$ cat src/rtl/strl_pkg.sv
// Shared helpers for the strl_fifo elastic buffer: width helpers and
// parameter-legality checks evaluated at elaboration time.
package strl_pkg;

  // Pointer width for a DEPTH-entry store (never narrower than 1 bit).
  function automatic int ptr_w(input int depth);
    return (depth < 2) ? 1 : $clog2(depth);
  endfunction

  // Width needed to hold an occupancy from 0 to DEPTH inclusive.
  function automatic int lvl_w(input int depth);
    return $clog2(depth + 1);
  endfunction

  // DEPTH must be a power of two and at least 2 so pointers wrap naturally.
  function automatic bit depth_ok(input int depth);
    return (depth >= 2) && ((depth & (depth - 1)) == 0);
  endfunction

  // The almost-full threshold must be reachable and non-trivial.
  function automatic bit af_ok(input int af, input int depth);
    return (af >= 1) && (af <= depth);
  endfunction

endpackage

$ cat src/rtl/strl_fifo_mem.sv
// Payload storage for strl_fifo: DEPTH x DW register array, one synchronous
// write port and one asynchronous read port. Payload is never reset; the
// control logic guarantees stale entries are never presented.
module strl_fifo_mem
  import strl_pkg::*;
#(
  parameter int DW    = 32,
  parameter int DEPTH = 4,
  parameter int AW    = ptr_w(DEPTH)
) (
  input  logic          clk,
  input  logic          we,
  input  logic [AW-1:0] waddr,
  input  logic [DW-1:0] wdata,
  input  logic [AW-1:0] raddr,
  output logic [DW-1:0] rdata
);

  logic [DW-1:0] mem [DEPTH];

  // Write the addressed entry when enabled.
  always_ff @(posedge clk) begin
    if (we) begin
      mem[waddr] <= wdata;
    end
  end

  assign rdata = mem[raddr];

endmodule

$ cat src/rtl/strl_fifo.sv
// strl_fifo: DEPTH-entry elastic buffer between a slave (s) stream and a
// master (m) stream, with fill level, almost-full flag and a wrapping count
// of master-side beats.
//
// Handshake: a beat moves on a side in every cycle where that side's valid
// and ready are both high (sflag / mflag). A source keeps valid and payload
// steady until the beat moves; ready_s is derived from registered state only,
// so it never depends on ready_m.
//
// Optional macro STRL_FIFO_BYPASS_EN: when the buffer is empty, the slave
// beat is presented combinationally on the master side; if it is taken the
// same cycle it is never written to storage.
module strl_fifo
  import strl_pkg::*;
#(
  parameter int DW     = 32,
  parameter int DEPTH  = 4,
  parameter int AF_LVL = 3,
  parameter int CNT_W  = 16
) (
  input  logic                       clk,
  input  logic                       rst,
  input  logic [DW-1:0]              data_s,
  input  logic                       vld_s,
  output logic                       ready_s,
  output logic [DW-1:0]              data_m,
  output logic                       vld_m,
  input  logic                       ready_m,
  output logic [$clog2(DEPTH+1)-1:0] level,
  output logic                       almost_full,
  output logic [CNT_W-1:0]           beat_cnt
);

  localparam int AW = ptr_w(DEPTH);
  localparam int LW = lvl_w(DEPTH);
  localparam bit DEPTH_LEGAL = depth_ok(DEPTH);
  localparam bit AF_LEGAL    = af_ok(AF_LVL, DEPTH);

  if (!DEPTH_LEGAL) begin : g_bad_depth
    $error("strl_fifo: DEPTH must be a power of two and >= 2");
  end
  if (!AF_LEGAL) begin : g_bad_af
    $error("strl_fifo: AF_LVL must be in 1..DEPTH");
  end

  logic [AW-1:0] wr_ptr, rd_ptr;
  logic [LW-1:0] level_q;
  logic [CNT_W-1:0] cnt_q;
  logic [DW-1:0] rdata;
  logic sflag, mflag, push, pop, bypass, not_empty;

  assign not_empty = (level_q != '0);
  assign ready_s   = !rst && (level_q != LW'(DEPTH));
  assign sflag     = vld_s && ready_s;
  assign mflag     = vld_m && ready_m;

`ifdef STRL_FIFO_BYPASS_EN
  // Empty buffer: the slave beat is offered directly; a beat taken in the
  // same cycle bypasses storage entirely.
  assign bypass = !not_empty && vld_s && ready_m && !rst;
  assign vld_m  = !rst && (not_empty || vld_s);
  assign data_m = rst ? '0 : (not_empty ? rdata : data_s);
`else
  assign bypass = 1'b0;
  assign vld_m  = !rst && not_empty;
  assign data_m = vld_m ? rdata : '0;
`endif

  // Storage is only touched for beats that actually pass through it.
  assign push = sflag && !bypass;
  assign pop  = mflag && !bypass;

  // Pointers, occupancy and beat counter; reset drops all stored beats.
  always_ff @(posedge clk) begin
    if (rst) begin
      wr_ptr  <= '0;
      rd_ptr  <= '0;
      level_q <= '0;
      cnt_q   <= '0;
    end else begin
      if (push) begin
        wr_ptr <= wr_ptr + AW'(1);
      end
      if (pop) begin
        rd_ptr <= rd_ptr + AW'(1);
      end
      if (push && !pop) begin
        level_q <= level_q + LW'(1);
      end else if (pop && !push) begin
        level_q <= level_q - LW'(1);
      end
      if (mflag) begin
        cnt_q <= cnt_q + CNT_W'(1);
      end
    end
  end

  assign level       = level_q;
  assign almost_full = (level_q >= LW'(AF_LVL));
  assign beat_cnt    = cnt_q;

  strl_fifo_mem #(
    .DW    (DW),
    .DEPTH (DEPTH),
    .AW    (AW)
  ) u_mem (
    .clk   (clk),
    .we    (push),
    .waddr (wr_ptr),
    .wdata (data_s),
    .raddr (rd_ptr),
    .rdata (rdata)
  );

endmodule

$ cat config.mk
export PLATFORM = sky130hd
export DESIGN_NAME = strl_fifo
export DESIGN_NICKNAME = d
export VERILOG_FILES = /design/src/rtl/strl_pkg.sv /design/src/rtl/strl_fifo_mem.sv /design/src/rtl/strl_fifo.sv
export SDC_FILE = /design/constraint.sdc
export NUM_CORES = 1
export LEC_CHECK = 0
export ABC_AREA = 0
export CORE_ASPECT_RATIO = 0.8
export CORE_UTILIZATION = 58
export CTS_CLUSTER_DIAMETER = 60
export DETAILED_ROUTE_END_ITERATION = 10
export PLACE_DENSITY_LB_ADDON = 0.1
export SLEW_MARGIN = 15
export SYNTH_ARGS = -nofsm -noshare
export SYNTH_HDL_FRONTEND = slang
export SYNTH_SLANG_ARGS = --single-unit
$ cat constraint.sdc
create_clock -name clk -period 4.5 [get_ports clk]
set_clock_uncertainty 0.2 [all_clocks]
set_input_delay 0.9 -clock clk [delete_from_list [all_inputs] [get_ports clk]]
set_output_delay 0.9 -clock clk [all_outputs]
set_load 0.05 [all_outputs]
# --- Yosys cells after proc, flatten, opt, wreduce, memory -nomap -nowiden ---
# Memories as Yosys holds them, arrays and structs flattened. A register that Yosys moved wholly into a read port is not among the register bits.
# Index checks and enable logic that the tools add are counted.
totals:
  regBits: 23
  latchBits: 0
  ramBits: 128
  rom_bits: 0
  inputBits: 36
  out_inout_bits: 54
  wordCells: 30
  memories: 1
classes:
  addsub: 5
  mul: 0
  n_div: 0
  n_lt_le_gt_ge: 1
  eq_ne: 1
  shift: 0
  muxes: 7
  bitwise: 0
  reduce_logical: 11
mem_list:
  columns: ["name", "depth", "width", "read_ports", "rd_ports_with_merged_regs", "write_ports", "line", "text"]
  rows:
  - ["u_mem.mem", 4, 32, 1, 1, 1, "strl_fifo_mem.sv:19", "logic [DW-1:0] mem [DEPTH];"]
ops:
  columns: ["cell", "count"]
  rows:
  - ["two-way mux 32 bit", 1]
  - ["adder 16 x 1 -> 16 bit (second input constant)", 1]
  - ["logical AND 1 bit", 6]
  - ["two-way mux 3 bit", 2]
  - ["adder 2 x 1 -> 2 bit (second input constant)", 2]
  - ["two-way mux 2 bit", 2]
  - ["adder 3 x 1 -> 3 bit (second input constant)", 1]
  - ["greater-or-equal comparator 3 x 2 -> 1 bit (second input constant)", 1]
  - ["zero test 1 bit", 3]
  - ["!= test 3 bit (second input constant)", 1]
  - ["nonzero test 3 bit", 1]
  - ["subtractor 3 x 1 -> 3 bit (second input constant)", 1]
  - ["two-way mux 1 bit", 2]
  - ["nonzero test 2 bit", 1]

# --- Depth between registers and ports, before layout ---
# Gate-level depths: netlist of the first run.
depth:
  ltp_word: 7
  depth_mapped: 10

# --- Cells and area by module ---
# From an unflattened synthesis of the first run, not the netlist that was laid out.
hier_totals:
  hier_cells: 331
  hier_area_um2: 6018.3
modules_own_cells:
  columns: ["mod", "n_inst", "cells_each", "area_per_inst_um2", "seq_area_each_um2"]
  rows:
  - ["strl_fifo_mem", 1, 171, 4689.5, 3843.7]
  - ["strl_fifo", 1, 160, 1328.8, 460.4]

# --- Least setup slack after synthesis of the first run ---
# No wires, ideal clock.
synth_path:
  path_kind: "in2out"
  start: "input port rst"
  end: "output port ready_s"
  arrival_ns: 2.120
  path_slack_ns: 1.280
  cell_stages: 4
  n_path_buf: 3
  cell_sequence: "buf_6 -> buf_6 -> clkbuf_1 -> a21oi_1"
synth_between:
  elab_chain_cells: 2
synth_lines:
  columns: ["item", "line", "text"]
  rows:
  - ["start, declared", "strl_fifo.sv:22", "input logic rst,"]
  - ["zero test 1 bit", "strl_fifo.sv:53", "assign ready_s = !rst && (level_q != LW'(DEPTH));"]
  - ["logical AND 1 bit", "strl_fifo.sv:53", null]
  - ["end, declared", "strl_fifo.sv:25", "output logic ready_s,"]
# No other way between the ends.

# --- Worst setup path after layout of the first run ---
layout_path:
  start: "input port rst"
  end: "output port vld_m"
layout_between:
  elab_chain_cells: 2
layout_lines:
  columns: ["item", "line", "text"]
  rows:
  - ["zero test 1 bit", "strl_fifo.sv:65", "assign vld_m = !rst && not_empty;"]
  - ["logical AND 1 bit", "strl_fifo.sv:65", null]
  - ["end, declared", "strl_fifo.sv:27", "output logic vld_m,"]
# No other way between the ends.

==> results of run 1 <==
==> power by group <==
part           switching [W]  internal [W]  total [W]
sequential         0.0000765       0.00162    0.00170
clock               0.000571      0.000989    0.00156
combinational       0.000700      0.000564    0.00126
total                0.00135       0.00317    0.00452
==> state kept, by name (all words and copies together) (netlist names), named ones only <==
register   count
wr_ptr         2
u_mem.mem    128
level          3
beat_cnt      16
rd_ptr         2
==> worst max path at each step <==
stage	to	slack (ps)	cells past startpoint
finish	vld_m	660	3
global route	vld_m	570	3
CTS	vld_m	660	3
detailed placement	vld_m	720	3
global placement	vld_m	720	3
floorplan	ready_s	1280	4
==> cells by family after synthesis <==
kind of cell	synth area share (%)
multiplexers	12.67
adder cells (fa/ha/maj)	1.559
buffers and inverters	2.153
AND/OR/NAND/NOR	8.880
XOR/XNOR	1.005
AO/OA/AOI/OAI	2.523
flip-flops	71.21
==> metrics by stage <==
stage | cell area, sq um | hold WS (ps) | worst slack [ps]
after floorplan | 6101 | 226.6 | 1280
after global placement | 7436 | 230.8 | 721.0
after detailed placement | 7436 | 256.1 | 721.5
after CTS | 8088 | 270.4 | 659.4
after global routing | 8088 | 309.3 | 566.4
final | 8088 | 269.1 | 659.5
==> placed cells by master (no fill, tap or decap), types with 2 or more instances in the layout <==
master and count:
nor2b_1 2, clkinv_4 5, mux4_2 32, dfxtp_2 2, clkbuf_16 17, and3_1 33, nand3_1 7, nor2_1 13
or3_2 2, and2_2 4, xor2_1 5, buf_4 4, bufinv_16 5, a21oi_1 10, mux2i_1 3, nand4_1 5
buf_12 33, mux2_2 2, dfxtp_1 23, o31ai_1 3, inv_1 6, nand2_1 6, ha_1 6, edfxtp_1 128
xnor2_1 2, o21ai_0 7, clkdlybuf4s50_1 57, clkinvlp_4 2, a31o_2 2, or3_1 6, and3_2 2
==> per-layer routing <==
metal  GRT usage (%)  share of wire [%]
met1           30.59                 41
met2           40.63                 52
met3           6.129                6.3
met5               0                  0
met4           8.122               0.63
==> critical path: cells and delay by family <==
kind / cells / cell delay (ps)
buf+inv: 2 / 1460
simple gates: 1 / 380
==> final cells by class <==
cell class	instances	share of cell area (%)
clock buffer	18	5.306
clock inverter	14	2.754
inverter	6	0.2785
multi-input combinational	163	20.16
sequential	153	53.74
tap	140	2.166
timing repair buffer	94	15.59
==> metrics, run 1 <==
min-delay worst type reg2reg; detailed-route DRC error count 0; Ys Warns 0; fill count 567; Synth Cell Area 6101 sq um; post-route insts no fill 588; Tot Pwr 0.004521 W; CTS Root Cell clkbuf_16; CTS buffer count 17; die width 116.7 microns; dpl cells 556; synthesized instance count 341; hpwl dp 7020 microns; min-delay src rd_ptr[1]$_SDFFE_PP0P_; Synthesized Nets 384; r2r startpoint level[2]$_SDFFE_PP0P_; Num Clock Sinks 153; Iter 0 DRT Violations 268; register area share after synthesis 71.21%; Mapped Avg Cell Area 17.89 sq um; IO Pins 90; postcts setup bufs 0; GRT overflow 0; CP Launch Type primary input; first-pass GRT wire length 18460 microns; Worst Path Required 3400 ps; post-route setup TNS 0 ps; EDFF count, synth 128; Hold Vio Cnt, Final 0; Max Clk Rate 260.4 MHz; Critical R2R Capture level[2]$_SDFFE_PP0P_; hold_buf cts 0; htree depth 4; VDD IR max 348.8 uV; minimum clock period 3841 ps; Vias/cell 5.889; ratio of cells with drive above 1 in the final layout 26.56%; initial antenna violation count 0; most frequent cell on the critical path clkdlybuf4s50_1; Final Core Density 78.98%; static leakage 2.835 nW; ANT nets after route 0; full die area 10940 sq um; Layout area overhead 32.57%; Arrival @ worst endpoint 2740 ps; relative slew slack 40.57%; Yosys cell types 39; Register Area 4347 sq um; Slowest-stage cell, CP clkdlybuf4s50_1; GRT Total Usage 24.08%; register clock-pin slew on the reported worst setup and hold paths 60 ps; CP startpoint rst; Net count, final 478; top cells by count, synth edfxtp_1, and3_1, mux4_2; later-pin clock latency in the skew report 420 ps; Slew Viols, Final 0; Period Utilization, post-route 85.35%; WS Path Type in2out; flops & latches, synth 153; Tightest Pin Transition 891.4 ps; core area 10240 sq um; final setup fails 0; Async S/R FF share, synth 0%; vias in the first global route 3516; Initial Util 59.58%; port bufs 89; Synth Flop Type edfxtp_1; Gates resized, CTS repair 0; pwr/cell area 559.0 nW/um^2; drt pass-1 iters 4; DR WL/cell 20.20 microns; largest net degree at the start of global routing 33; critical path endpoint category primary output; most frequent cell after synthesis edfxtp_1; CTS tree yes; worst hold path stage count 1; Reg2Reg Setup Slack 1470 ps; Ant. Diodes 0; CP cell instances clkdlybuf4s50_1 > nor2_1 > clkdlybuf4s50_1; Die H 93.74 microns; post-synth top area cell edfxtp_1; RSZ-0062 raised after global routing false; post-synth top area share 63.00%; Detailed Route WL 11880 microns; status finished clean; maximum fanout along the worst path 10; Max-Cap Viols 0; reg2reg path depth 8; crit-path max cell delay 870 ps; vias after detailed routing 3463; Multi-input gate area 1630 sq um; GP Congestion 0.8034; row cnt 33; Area contributors post-synth edfxtp_1, mux4_2, dfxtp_1; CTS max path bufs 2
Power figures use the tool's default switching activity.
==> run 2: changes to the inputs <==
- CORE_UTILIZATION: 58 -> 60
- CTS_BUF_LIST: unset -> sky130_fd_sc_hd__clkbuf_8
==> run 2 against run 1 <==
  * Combinational power hardly changed
  * Worst setup slack worse by 43 ps
  * Power is 12% lower
  * Non-clock buffer count is 3 higher
  * Core utilization is 1.2 points higher
  * Routed wire length is 4.1% lower
  * Critical path depth stayed put
  * Final area is 3.1% lower
  * Sequential cell count stayed put
  * Sequential power hardly changed
  * Cell count is 0.34% lower
  * Global-route usage is 0.22 points higher
==> metrics, run 2 (synthesis gave the netlist of run 1 again) <==
core area 9769 sq um (-4.6%); drt pass-1 iters 5 (+1); postcts setup bufs 0 (unchanged); VDD IR max 373.6 uV (+7.1%); vias after detailed routing 3368 (-2.7%); CP Launch Type primary input; Slew Viols, Final 0 (unchanged); Detailed Route WL 11390 microns (-4.1%); full die area 10580 sq um (-3.3%); Die H 92.19 microns (-1.6%); Fin Hold WS 256.5 ps (-12.55 ps); critical path endpoint category primary output; port bufs 89 (unchanged); min-delay worst type reg2reg; reg2reg path depth 8 (unchanged); Arrival @ worst endpoint 2780 ps (+40 ps); Final Core Density 80.19% (+1.2 points); pre-CTS setup slack 632.0 ps (-89.54 ps); static leakage 2.727 nW (-3.8%); GRT Total Usage 24.30% (+0.22 points); Tot Pwr 0.003984 W (-12%); minimum clock period 3884 ps (+43.43 ps); pwr/cell area 508.6 nW/um^2 (-9.0%); max reg flops 128 (unchanged); Initial Util 62.45% (+2.9 points); Tightest Pin Transition 895.7 ps (+4.279 ps); RSZ-0062 raised after global routing false; Ant. Diodes 0 (unchanged); most frequent cells in the layout edfxtp_1, clkdlybuf4s50_1, and3_1; relative slew slack 40.29% (-0.29 points); die width 114.7 microns (-1.7%); row cnt 32 (-3.0%); CTS tree yes; Period Utilization, post-route 86.31% (+0.97 points); DR WL/cell 19.43 microns (-3.8%); Net count, final 481 (+0.63%); Worst Path Required 3400 ps (about the same); first-pass GRT wire length 18450 microns (about the same); later-pin clock latency in the skew report 430 ps (about the same); final setup fails 0 (unchanged); GP Congestion 0.7783 (-3.1%); most common cell after layout, fill and taps aside edfxtp_1; Hold Vio Cnt, Final 0 (unchanged); hpwl dp 7144 microns (+1.8%); largest net degree at the start of global routing 33 (unchanged); fin worst setup slack 616.0 ps (-43.43 ps); CTS buffer count 17 (unchanged); Iter 0 DRT Violations 347 (+29%); Vias/cell 5.747 (-2.4%); initial antenna violation count 0 (unchanged); Num Clock Sinks 153 (unchanged); hold_buf cts 0 (unchanged); IO Pins 90 (unchanged); worst hold path stage count 1 (unchanged); GRT overflow 0 (unchanged); htree depth 4 (unchanged); status finished clean; Largest Register u_mem.mem; fill count 528 (-6.9%); Max Clk Rate 257.5 MHz (-1.1%); Max-Cap Viols 0 (unchanged); register clock-pin slew on the reported worst setup and hold paths 70 ps (about the same); vias in the first global route 3611 (+2.7%); WS Path Type in2out; Layout area overhead 28.40%; post-route setup TNS 0 ps (unchanged); detailed-route DRC error count 0 (unchanged); ANT nets after route 0 (unchanged); CTS max path bufs 2 (unchanged); maximum fanout along the worst path 12 (+2); ratio of cells with drive above 1 in the final layout 26.44% (-0.12 points); CTS Root Cell clkbuf_8; Gates resized, CTS repair 0 (unchanged)
-- run 2: where the power goes --
group          switching (W)  leakage (nW)  total (W)  internal, W
Sequential         0.0000790          1.37    0.00170      0.00162
Combinational       0.000703          1.17    0.00127     0.000563
Clock               0.000483         0.190    0.00102     0.000538
Total                0.00127          2.73    0.00398      0.00272
-- run 2: cell type report --
cell class                 count  area [sq um]  area share (%)
timing repair buffer          97          1271           16.23
clock buffer                  17         234.0           2.987
sequential                   153          4347           55.49
clock inverter                14         158.9           2.028
inverter                       6         22.52          0.2875
multi-input combinational    163          1630           20.81
tap                          136         170.2           2.172
-- run 2: final timing paths --
check | from | endpoint | slack (ps)
max | rst | vld_m | 620
min reg2reg | rd_ptr[1]$_SDFFE_PP0P_ | flop | 260
min | rd_ptr[1]$_SDFFE_PP0P_ | flop | 260
max reg2reg | level[2]$_SDFFE_PP0P_ | level[2]$_SDFFE_PP0P_ | 1350
-- run 2: through the flow --
step,instance area [sq um],instances
floorplan,6101,341
global placement,7441,555
detailed placement,7441,555
CTS,7834,586
global route,7834,586
finish,7834,586
-- run 2: worst max-delay path, cell delays in order --
cell and delay (ps):
clkdlybuf4s50_1 620, nor2_1 380, clkdlybuf4s50_1 870
-- run 2: routing by layer --
layer / routed length [microns] / up-vias / GRT usage, %
met1: 4654 / 1687 / 29.92
met3: 674 / 8 / 7.336
met5: 0 / - / 0
met2: 5977 / 122 / 41.41
met4: 80 / 0 / 7.684
li1: - / 1551 / -
